File: config.mk
export PLATFORM = sky130hd
export DESIGN_NAME = hazard_ctl
export DESIGN_NICKNAME = d
export VERILOG_FILES = /design/src/rtl/hazard_ctl.sv
export SDC_FILE = /design/constraint.sdc
export NUM_CORES = 1
export LEC_CHECK = 0
export BUFFER_PORTS_ARGS = -buffer_cell sky130_fd_sc_hd__buf_2
export CAP_MARGIN = 10
export CORE_UTILIZATION = 44
export CTS_BUF_LIST = sky130_fd_sc_hd__clkbuf_4 sky130_fd_sc_hd__clkbuf_8
export CTS_CLUSTER_SIZE = 8
export DETAILED_ROUTE_END_ITERATION = 10
export GPL_TIMING_DRIVEN = 0
export HOLD_SLACK_MARGIN = 0.05
export PLACE_DENSITY = 0.94
export RECOVER_POWER = 50
export SKIP_LAST_GASP = 1
export SLEW_MARGIN = 20
export SYNTH_ARGS = -nofsm -noshare
export SYNTH_HDL_FRONTEND = slang
export SYNTH_SLANG_ARGS = --single-unit
File: constraint.sdc
create_clock -name clk -period 3 [get_ports clk]
set_input_delay 0.6 -clock clk [delete_from_list [all_inputs] [get_ports clk]]
set_output_delay 0.6 -clock clk [all_outputs]
set_load 0.02 [all_outputs]
File: src/rtl/hazard_ctl.sv
// hazard_ctl
// Pipeline hazard controller for a classic five-stage in-order pipeline.
// It detects load-use hazards, taken branches, unconditional jumps and
// data-memory stalls, and drives the pipeline register write enables and
// bubble (flush) controls. A memory access that never completes is caught
// by a wait timer, and the block then halts with a sticky error until reset.
//
// Ports
//   clk           rising-edge clock
//   rst           asynchronous, active-high reset
//   if_id         instruction in the IF/ID register
//   id_ex         instruction in the ID/EX register
//   ex_mem        instruction in the EX/MEM register
//   br_taken      branch in EX resolved taken this cycle
//   mem_rdy       data memory completes the EX/MEM access this cycle
//   pc_we         PC write enable
//   if_id_we      IF/ID write enable
//   id_ex_we      ID/EX write enable
//   ex_mem_we     EX/MEM write enable
//   if_id_flush   load a bubble into IF/ID
//   id_ex_flush   load a bubble into ID/EX
//   mem_wb_flush  load a bubble into MEM/WB
//   mem_err       sticky memory-timeout error (registered)
//   state         FSM state, RUN=0 WAIT=1 HALT=2 (registered)
//   stall_cnt     saturating count of cycles with pc_we low (registered)

module hazard_ctl #(
  parameter int WAIT_MAX = 255,
  parameter int CNT_W    = 16
) (
  input  logic             clk,
  input  logic             rst,
  input  logic [31:0]      if_id,
  input  logic [31:0]      id_ex,
  input  logic [31:0]      ex_mem,
  input  logic             br_taken,
  input  logic             mem_rdy,
  output logic             pc_we,
  output logic             if_id_we,
  output logic             id_ex_we,
  output logic             ex_mem_we,
  output logic             if_id_flush,
  output logic             id_ex_flush,
  output logic             mem_wb_flush,
  output logic             mem_err,
  output logic [1:0]       state,
  output logic [CNT_W-1:0] stall_cnt
);

  // The timer never drops below 8 bits so small WAIT_MAX values still
  // leave room to count the full wait without special casing.
  localparam int TIMER_W = ($clog2(WAIT_MAX + 1) > 8) ? $clog2(WAIT_MAX + 1) : 8;
  localparam logic [TIMER_W-1:0] TIMER_LIMIT = TIMER_W'(WAIT_MAX);

  typedef enum logic [1:0] {
    S_RUN  = 2'd0,
    S_WAIT = 2'd1,
    S_HALT = 2'd2
  } state_t;

  state_t             state_q, state_d;
  logic [TIMER_W-1:0] timer_q, timer_d;
  logic               err_q, err_d;
  logic [CNT_W-1:0]   stall_cnt_q;

  logic [5:0] if_op, id_op, mem_opcode;
  logic [4:0] if_rs, if_rt, id_rt;
  logic       mem_op, load_use, if_jump, if_uses_rt, mem_block;
  logic       unused_fields;

  function automatic logic is_load(input logic [5:0] op);
    return (op == 6'h20) || (op == 6'h21) || (op == 6'h23) ||
           (op == 6'h24) || (op == 6'h25);
  endfunction

  function automatic logic is_store(input logic [5:0] op);
    return (op == 6'h28) || (op == 6'h29) || (op == 6'h2B);
  endfunction

  function automatic logic is_branch(input logic [5:0] op);
    return (op == 6'h04) || (op == 6'h05);
  endfunction

  function automatic logic is_jump(input logic [5:0] op);
    return (op == 6'h02) || (op == 6'h03);
  endfunction

  assign if_op      = if_id[31:26];
  assign if_rs      = if_id[25:21];
  assign if_rt      = if_id[20:16];
  assign id_op      = id_ex[31:26];
  assign id_rt      = id_ex[20:16];
  assign mem_opcode = ex_mem[31:26];

  // Immediate, offset and destination fields play no part in hazard detection.
  assign unused_fields = ^{if_id[15:0], id_ex[25:21], id_ex[15:0], ex_mem[25:0]};

  // Hazard decode. RT is only a source for R-type, store and branch formats;
  // for loads and immediates it names the destination, so matching it there
  // would create a false stall. Jumps carry a target, not register fields.
  always_comb begin
    mem_op     = is_load(mem_opcode) || is_store(mem_opcode);
    if_jump    = is_jump(if_op);
    if_uses_rt = (if_op == 6'h00) || is_store(if_op) || is_branch(if_op);
    load_use   = is_load(id_op) && (id_rt != 5'd0) && !if_jump &&
                 ((if_rs == id_rt) || (if_uses_rt && (if_rt == id_rt)));
    // Once waiting, the memory hold is driven purely by mem_rdy.
    mem_block  = !mem_rdy && (((state_q == S_RUN) && mem_op) || (state_q == S_WAIT));
  end

  // State register with the wait timer and the sticky error flag.
  always_ff @(posedge clk or posedge rst) begin
    if (rst) begin
      state_q <= S_RUN;
      timer_q <= '0;
      err_q   <= 1'b0;
    end else begin
      state_q <= state_d;
      timer_q <= timer_d;
      err_q   <= err_d;
    end
  end

  // Next-state logic. The timer holds the number of WAIT cycles entered so
  // far; reaching WAIT_MAX with memory still busy ends in HALT.
  always_comb begin
    state_d = state_q;
    timer_d = timer_q;
    err_d   = err_q;
    case (state_q)
      S_RUN: begin
        if (mem_op && !mem_rdy) begin
          state_d = S_WAIT;
          timer_d = TIMER_W'(1);
        end else begin
          timer_d = '0;
        end
      end
      S_WAIT: begin
        if (mem_rdy) begin
          state_d = S_RUN;
          timer_d = '0;
        end else if (timer_q == TIMER_LIMIT) begin
          state_d = S_HALT;
          err_d   = 1'b1;
        end else begin
          timer_d = timer_q + TIMER_W'(1);
        end
      end
      S_HALT: begin
        err_d = 1'b1;
      end
      default: begin
        state_d = S_RUN;
        timer_d = '0;
      end
    endcase
  end

  // Output decode in priority order: memory hold, taken branch, load-use
  // bubble, jump. A branch seen during a memory hold is ignored because EX
  // keeps it and presents it again once memory releases.
  always_comb begin
    pc_we        = 1'b1;
    if_id_we     = 1'b1;
    id_ex_we     = 1'b1;
    ex_mem_we    = 1'b1;
    if_id_flush  = 1'b0;
    id_ex_flush  = 1'b0;
    mem_wb_flush = 1'b0;
    if (rst) begin
      pc_we     = 1'b0;
      if_id_we  = 1'b0;
      id_ex_we  = 1'b0;
      ex_mem_we = 1'b0;
    end else begin
      case (state_q)
        S_RUN, S_WAIT: begin
          if (mem_block) begin
            pc_we        = 1'b0;
            if_id_we     = 1'b0;
            id_ex_we     = 1'b0;
            ex_mem_we    = 1'b0;
            mem_wb_flush = 1'b1;
          end else if (br_taken) begin
            if_id_flush = 1'b1;
            id_ex_flush = 1'b1;
          end else if (load_use) begin
            pc_we       = 1'b0;
            if_id_we    = 1'b0;
            id_ex_flush = 1'b1;
          end else if (if_jump) begin
            if_id_flush = 1'b1;
          end
        end
        default: begin
          pc_we     = 1'b0;
          if_id_we  = 1'b0;
          id_ex_we  = 1'b0;
          ex_mem_we = 1'b0;
        end
      endcase
    end
  end

  // Stall cycle counter, saturating so long halts never read as short ones.
  always_ff @(posedge clk or posedge rst) begin
    if (rst) begin
      stall_cnt_q <= '0;
    end else if (!pc_we && (stall_cnt_q != {CNT_W{1'b1}})) begin
      stall_cnt_q <= stall_cnt_q + CNT_W'(1);
    end
  end

  assign state     = state_q;
  assign mem_err   = err_q;
  assign stall_cnt = stall_cnt_q;

endmodule

==> results of run 1 <==
## routing by layer
| metal | share of wire (%) | GRT usage (%) |
|---|---|---|
| met5 | 0 | 0 |
| met4 | 2.2 | 9.88 |
| met3 | 7.4 | 4.20 |
| met2 | 49 | 36.4 |
| met1 | 42 | 22.0 |
## placed cells by master, fill, tap and decap left out
master	instances
mux2_2	1
nor2_4	1
buf_2	51
clkbuf_1	11
nand3_1	11
nor4_1	2
buf_4	2
nand2_1	12
nor4b_1	1
buf_6	1
xor2_1	24
a2111oi_0	2
ha_1	2
o21ai_0	6
and4_1	1
a21oi_1	7
clkbuf_4	1
nand2_4	1
or3_1	2
nand2b_1	5
o211a_4	1
nor3_1	5
nand4_1	4
xnor2_1	5
o21ai_2	1
o211a_1	1
or2_2	1
clkbuf_8	3
o211ai_1	1
nor4b_4	1
and3_1	5
clkinv_1	1
inv_1	9
and2_1	1
a222oi_1	1
nor2_1	23
nor2b_1	4
nor4_4	1
dfrtp_1	27
## power by group
group          switching (uW)  total, uW  leakage [uW]  internal, uW
registers                63.9        481      0.000358           417
clock network             117        221     0.0000262           104
logic                     191        315      0.000649           124
total                     372       1020       0.00103           645
## worst max path at each step
| stage | start | end | slack [ns] | cells after the start |
|---|---|---|---|---|
| floorplan | ex_mem[26] | pc_we | 0.67 | 6 |
| global placement | id_ex[28] | pc_we | 0.35 | 8 |
| detailed placement | id_ex[28] | pc_we | 0.26 | 8 |
| CTS | id_ex[28] | pc_we | 0.25 | 8 |
| global route | id_ex[28] | pc_we | 0.20 | 8 |
| finish | id_ex[28] | pc_we | 0.31 | 8 |
## cell families (layout without fill, tap and decap cells)
family                     Yosys count  in the layout  synth area share, %
xor gates and xnor gates            29             29                 15.6
and+or+nand+nor                     81             81                 27.5
adders and majority gates            2              2                 1.54
DFF                                 27             27                 41.6
AOI/OAI and AO/OA                   20             20                 9.09
muxes                                1              1                0.693
buffers and inverters               13             79                 3.93
## per-stage QoR
step | instances | total power (uW) | hold slack (ns) | area [um^2] | setup slack, ns
2_1_floorplan | 173 | 685 | 0.504 | 1620 | 0.666
3_3_place_gp | 281 | 797 | 0.448 | 1990 | 0.348
3_5_place_dp | 281 | 811 | 0.472 | 1990 | 0.260
4_1_cts | 285 | 1030 | 0.490 | 2040 | 0.253
5_1_grt | 285 | 1090 | 0.485 | 2020 | 0.204
6_report | 285 | 1020 | 0.418 | 2020 | 0.306
## critical path: stages
cell       delay [ns]
buf_2            0.09
nand2b_1         0.12
a2111oi_0        0.48
and3_1           0.28
o211a_4          0.19
nor2_4           0.06
buf_4            0.13
buf_2            0.15
## layout make-up
type                       count  share of cell area, %
clock buffer                   4                   2.42
sequential                    27                   33.5
timing repair buffer          62                   14.7
multi-input combinational    133                   43.3
inverter                      10                   1.86
tap                           46                   2.86
buffer                         3                   1.30
## flip-flops by register name (all words and copies together) (netlist names)
register / flops
timer_q: 8
stall_cnt: 16
mem_err: 1
state: 2
==> metrics.csv, run 1 <==
stage,metric,value,unit
outcome,outcome,completed,
power,maximum VDD drop,0.360,mV
logic_synthesis,Post-Syn Instances,173,
sta,Final Critical Period,2.69,ns
logic_synthesis,synth unique cells,35,
cells_and_area,area of the multi-input gates,873,um^2
cells_and_area,layout cells sized above 1,27.6,%
grt,pin count of the biggest net entering global routing,28,
clock_tree,CTS H-tree lvls,1,
drt,drt pass-1 iters,4,
sta,Slew HR,38.0,%
clock_tree,"Reg clk slew, reported paths",0.09,ns
sta,Clock Skew,0.00170,ns
clock_tree,clock sinks,27,
setup_path,startpoint types,input pin,
clock_tree,post-cts resize count,0,
placed_design,Final GP Congestion,0.782,
drt,# DRC,0,
die,# IOs,126,
die,Starting Density,47.2,%
clock_tree,CTS tree,yes,
die,Site Rows,21,
die,DIE WIDTH,62.8,um
setup_path,Critical Path RT,2.40,ns
grt,number of global-route vias before repair,1477,
logic_synthesis,mapped cell area,1620,um^2
drt,drt first-iter violations,84,
sta,final setup violation count,0,
placed_design,Detailed Place HPWL,2780,um
sta,Max Clock Freq,371,MHz
logic_synthesis,number of synthesized flops with an enable pin,0,
setup_path,"Data arrival, critical path",2.09,ns
cells_and_area,fillers,287,
logic_synthesis,Post-synth top cells,"dfrtp_1 (27), xor2_1 (24), nor2_1 (23), nand2_1 (12), nand3_1 (11)",
sta,Final Hold Fails,0,
cells_and_area,# diodes,0,
logic_synthesis,synth top area cells,"dfrtp_1 (42%), xor2_1 (13%), nor2_1 (5.3%)",
logic_synthesis,"Seq/Total Area, Yosys",41.6,%
sta,RSZ-0062 raised after global routing,no,
drt,Vias/cell,5.18,
clock_tree,CTS Buf Count,3,
logic_synthesis,Yosys reg bits,27,
sta,total negative slack,0,ns
setup_path,reg-to-reg endpoint,timer_q[7],
clock_tree,clk buf depth,2,
drt,overall routed net length,3580,um
clock_tree,CTS Root Cell,clkbuf_8,
cells_and_area,final core occ,58.6,%
power,PD cells,505,nW/um^2
die,die footprint,3940,um^2
clock_tree,Worst-Skew Late Latency,0.28,ns
logic_synthesis,Mapped Nets,275,
clock_tree,post-cts hold buffer count,0,
grt,gr ovfl total,0,
cells_and_area,Sequential cell area,676,um^2
sta,worst-margin pin slew,0.924,ns
logic_synthesis,top_reg_cell synth,dfrtp_1,
drt,Post-DRT Antenna Nets,0,
setup_path,worst-path fanout max,5,
setup_path,critical path class,in -> out,
drt,WL/cell,12.6,um
setup_path,nature of the critical path endpoint,primary output,
clock_tree,Post-CTS Setup Bufs,0,
placed_design,PortBufs,62,
setup_path,reg-to-reg setup timing slack,0.70,ns
logic_synthesis,"Avg Cell Area, Syn",9.39,um^2
setup_path,Worst R2R Start,timer_q[0],
logic_synthesis,Yosys warnings,0,
logic_synthesis,most numerous cell in the Yosys netlist,dfrtp_1,
logic_synthesis,Synth area leader,dfrtp_1,
logic_synthesis,Post-synth ARST share,100,%
sta,Final Max Tran Viols,0,
grt,all-layer global routing usage,20.1,%
logic_synthesis,Synth top area share,41.6,%
cells_and_area,# nets final,342,
power,Leak,0.00103,uW
flow_run,max-cap violation count,0,
die,die height,62.8,um
sta,Final period util,89.8,%
die,core area,3440,um^2
setup_path,R2R depth,7,
grt,first-pass GRT wire length,6190,um
drt,Vias,1476,
worst_hold_path,worst hold path type,in -> async,
grt,initial antenna violation count,0,
cells_and_area,Layout area overhead,24.1,%
(Power assumes the default switching activity.)
==> run 2: changes to the inputs <==
--- a/config.mk
+++ b/config.mk
@@ -7,14 +7,15 @@
 export LEC_CHECK = 0
 export BUFFER_PORTS_ARGS = -buffer_cell sky130_fd_sc_hd__buf_2
 export CAP_MARGIN = 10
-export CORE_UTILIZATION = 44
+export CELL_PAD_IN_SITES_DETAIL_PLACEMENT = 1
+export CELL_PAD_IN_SITES_GLOBAL_PLACEMENT = 2
+export CORE_UTILIZATION = 23
 export CTS_BUF_LIST = sky130_fd_sc_hd__clkbuf_4 sky130_fd_sc_hd__clkbuf_8
 export CTS_CLUSTER_SIZE = 8
 export DETAILED_ROUTE_END_ITERATION = 10
 export GPL_TIMING_DRIVEN = 0
 export HOLD_SLACK_MARGIN = 0.05
 export PLACE_DENSITY = 0.94
-export RECOVER_POWER = 50
 export SKIP_LAST_GASP = 1
 export SLEW_MARGIN = 20
 export SYNTH_ARGS = -nofsm -noshare
==> run 2 against run 1 <==
Compared with the run above:
- flip-flop and latch count unchanged
- final cell count up 18%
- largest power group unchanged
- non-clock buffer count unchanged
- highest routed layer unchanged
- cell area up 4.5%
==> metrics.csv, run 2 (synthesized netlist as in run 1, its figures left out) <==
stage,metric,value,unit,change
clock_tree,post-cts resize count,0,,unchanged
grt,pin count of the biggest net entering global routing,28,,unchanged
drt,overall routed net length,4050,um,+13%
grt,gr ovfl total,0,,unchanged
setup_path,reg-to-reg setup timing slack,1.02,ns,+0.32 ns
grt,number of global-route vias before repair,1548,,+4.8%
cells_and_area,max reg flops,16,,unchanged
sta,Clock Skew,0.00747,ns,+0.00577 ns
clock_tree,post-cts hold buffer count,0,,unchanged
outcome,outcome,completed,,
clock_tree,clock sinks,27,,unchanged
sta,Max Clock Freq,376,MHz,+1.3%
power,Leak,0.00108,uW,+4.6%
power,PD cells,484,nW/um^2,-4.1%
clock_tree,clk buf depth,2,,unchanged
setup_path,nature of the critical path endpoint,primary output,,
drt,drt pass-1 iters,4,,unchanged
drt,Post-DRT Antenna Nets,0,,unchanged
drt,drt first-iter violations,40,,-52%
sta,total negative slack,0,ns,unchanged
sta,final setup margin,0.340,ns,+0.0340 ns
cells_and_area,Layout area overhead,29.7,%,
clock_tree,CTS tree,yes,,
placed_design,Place WS,0.326,ns,+0.0658 ns
clock_tree,CTS Root Cell,clkbuf_8,,
clock_tree,Post-CTS Setup Bufs,0,,unchanged
setup_path,reg-to-reg endpoint,stall_cnt[10],,
placed_design,Final GP Congestion,0.735,,-6.0%
drt,Vias/cell,4.46,,-14%
setup_path,startpoint types,input pin,,
worst_hold_path,worst hold path type,in -> async,,
die,Starting Density,23.9,%,-23 points
clock_tree,CTS H-tree lvls,1,,unchanged
placed_design,Detailed Place HPWL,3260,um,+17%
setup_path,"critical path, cell by cell",buf_2 > nand2b_1 > a2111oi_0 > and3_1 > o211a_4 > nor2_4 > buf_4 > buf_2,,
clock_tree,"Reg clk slew, reported paths",0.10,ns,about the same
die,# IOs,126,,unchanged
sta,Slew HR,61.0,%,+23 points
placed_design,PortBufs,62,,unchanged
flow_run,max-cap violation count,0,,unchanged
sta,Final Max Tran Viols,0,,unchanged
power,maximum VDD drop,0.381,mV,+5.7%
setup_path,CP max stage delay,0.45,ns,-0.03 ns
die,core area,6790,um^2,+97%
setup_path,R2R depth,8,,+1
die,Site Rows,30,,+43%
cells_and_area,"commonest non-fill, non-tap cells in the layout","buf_2 (62), dfrtp_1 (27), xor2_1 (24)",,
cells_and_area,# diodes,0,,unchanged
setup_path,Critical Path Slowest Stage Cell,a2111oi_0,,
die,die footprint,7400,um^2,+88%
cells_and_area,"commonest non-fill, non-tap cell in the layout",buf_2,,
sta,Final Critical Period,2.66,ns,-0.0340 ns
setup_path,Worst Setup SP,id_ex[28],,
grt,first-pass GRT wire length,6840,um,+11%
die,DIE WIDTH,86.0,um,+37%
setup_path,"Data arrival, critical path",2.06,ns,-0.03 ns
setup_path,Critical Path RT,2.40,ns,about the same
setup_path,critical path class,in -> out,,
sta,Final Hold Fails,0,,unchanged
cells_and_area,layout cells sized above 1,33.5,%,+5.9 points
sta,Final period util,88.7,%,-1.1 points
drt,WL/cell,12.1,um,-3.9%
grt,all-layer global routing usage,11.6,%,-8.5 points
die,die height,86.0,um,+37%
sta,worst-margin pin slew,0.585,ns,-0.339 ns
sta,final setup violation count,0,,unchanged
drt,# DRC,0,,unchanged
cells_and_area,# nets final,342,,unchanged
setup_path,worst-path fanout max,5,,unchanged
grt,initial antenna violation count,0,,unchanged
drt,Vias,1494,,+1.2%
sta,RSZ-0062 raised after global routing,no,,
setup_path,Crit path top cell by count,buf_2,,
setup_path,Worst R2R Start,state[1],,
clock_tree,CTS Buf Count,3,,unchanged
clock_tree,Worst-Skew Late Latency,0.28,ns,about the same
run 2: worst max path at each step:
stage          endpoint  slack (ns)  cells past startpoint
3_3_place_gp      pc_we        0.31                      8
4_1_cts           pc_we        0.21                      7
6_report          pc_we        0.34                      8
2_1_floorplan     pc_we        0.67                      6
3_5_place_dp      pc_we        0.33                      8
5_1_grt           pc_we        0.13                      8
run 2: final cells by class:
class,instances,area (um^2)
Buffer,3,26.3
Clock buffer,3,41.3
Sequential cell,27,676
Fill cell,812,4690
Tap cell,96,120
Inverter,10,37.5
Multi-Input combinational cell,133,891
Clock inverter,1,5.00
Timing Repair Buffer,62,310
run 2: routing by layer:
| layer | part of all wire, % | vias up | GRT usage, % |
|---|---|---|---|
| li1 | - | 718 | - |
| met1 | 46 | 717 | 14.0 |
| met2 | 46 | 54 | 20.6 |
| met3 | 7.4 | 5 | 2.31 |
| met4 | 1.4 | 0 | 4.09 |
| met5 | 0 | - | 0 |
run 2: worst max-delay path: cells and delay by family:
family,cells,cell delay (ns)
buffers and inverters,3,0.37
AOI/OAI and AO/OA,2,0.64
and+or+nand+nor,3,0.44
run 2: metrics by stage:
stage / utilization (%) / total power [uW] / cells / hold slack [ns] / instance area [um^2]
finish: 31.0 / 1020 / 335 / 0.392 / 2110
global route: 31.0 / 1090 / 335 / 0.439 / 2110
CTS: 30.9 / 1040 / 335 / 0.488 / 2100
detailed placement: 30.2 / 815 / 331 / 0.454 / 2050
global placement: 30.2 / 805 / 331 / 0.448 / 2050
floorplan: - / 685 / 173 / 0.504 / 1620
run 2: report_power, final:
| group | total (uW) | switching (uW) | internal [uW] |
|---|---|---|---|
| combinational | 322 | 192 | 130 |
| clock | 216 | 123 | 93.4 |
| sequential | 482 | 64.8 | 417 |
| total | 1020 | 380 | 640 |
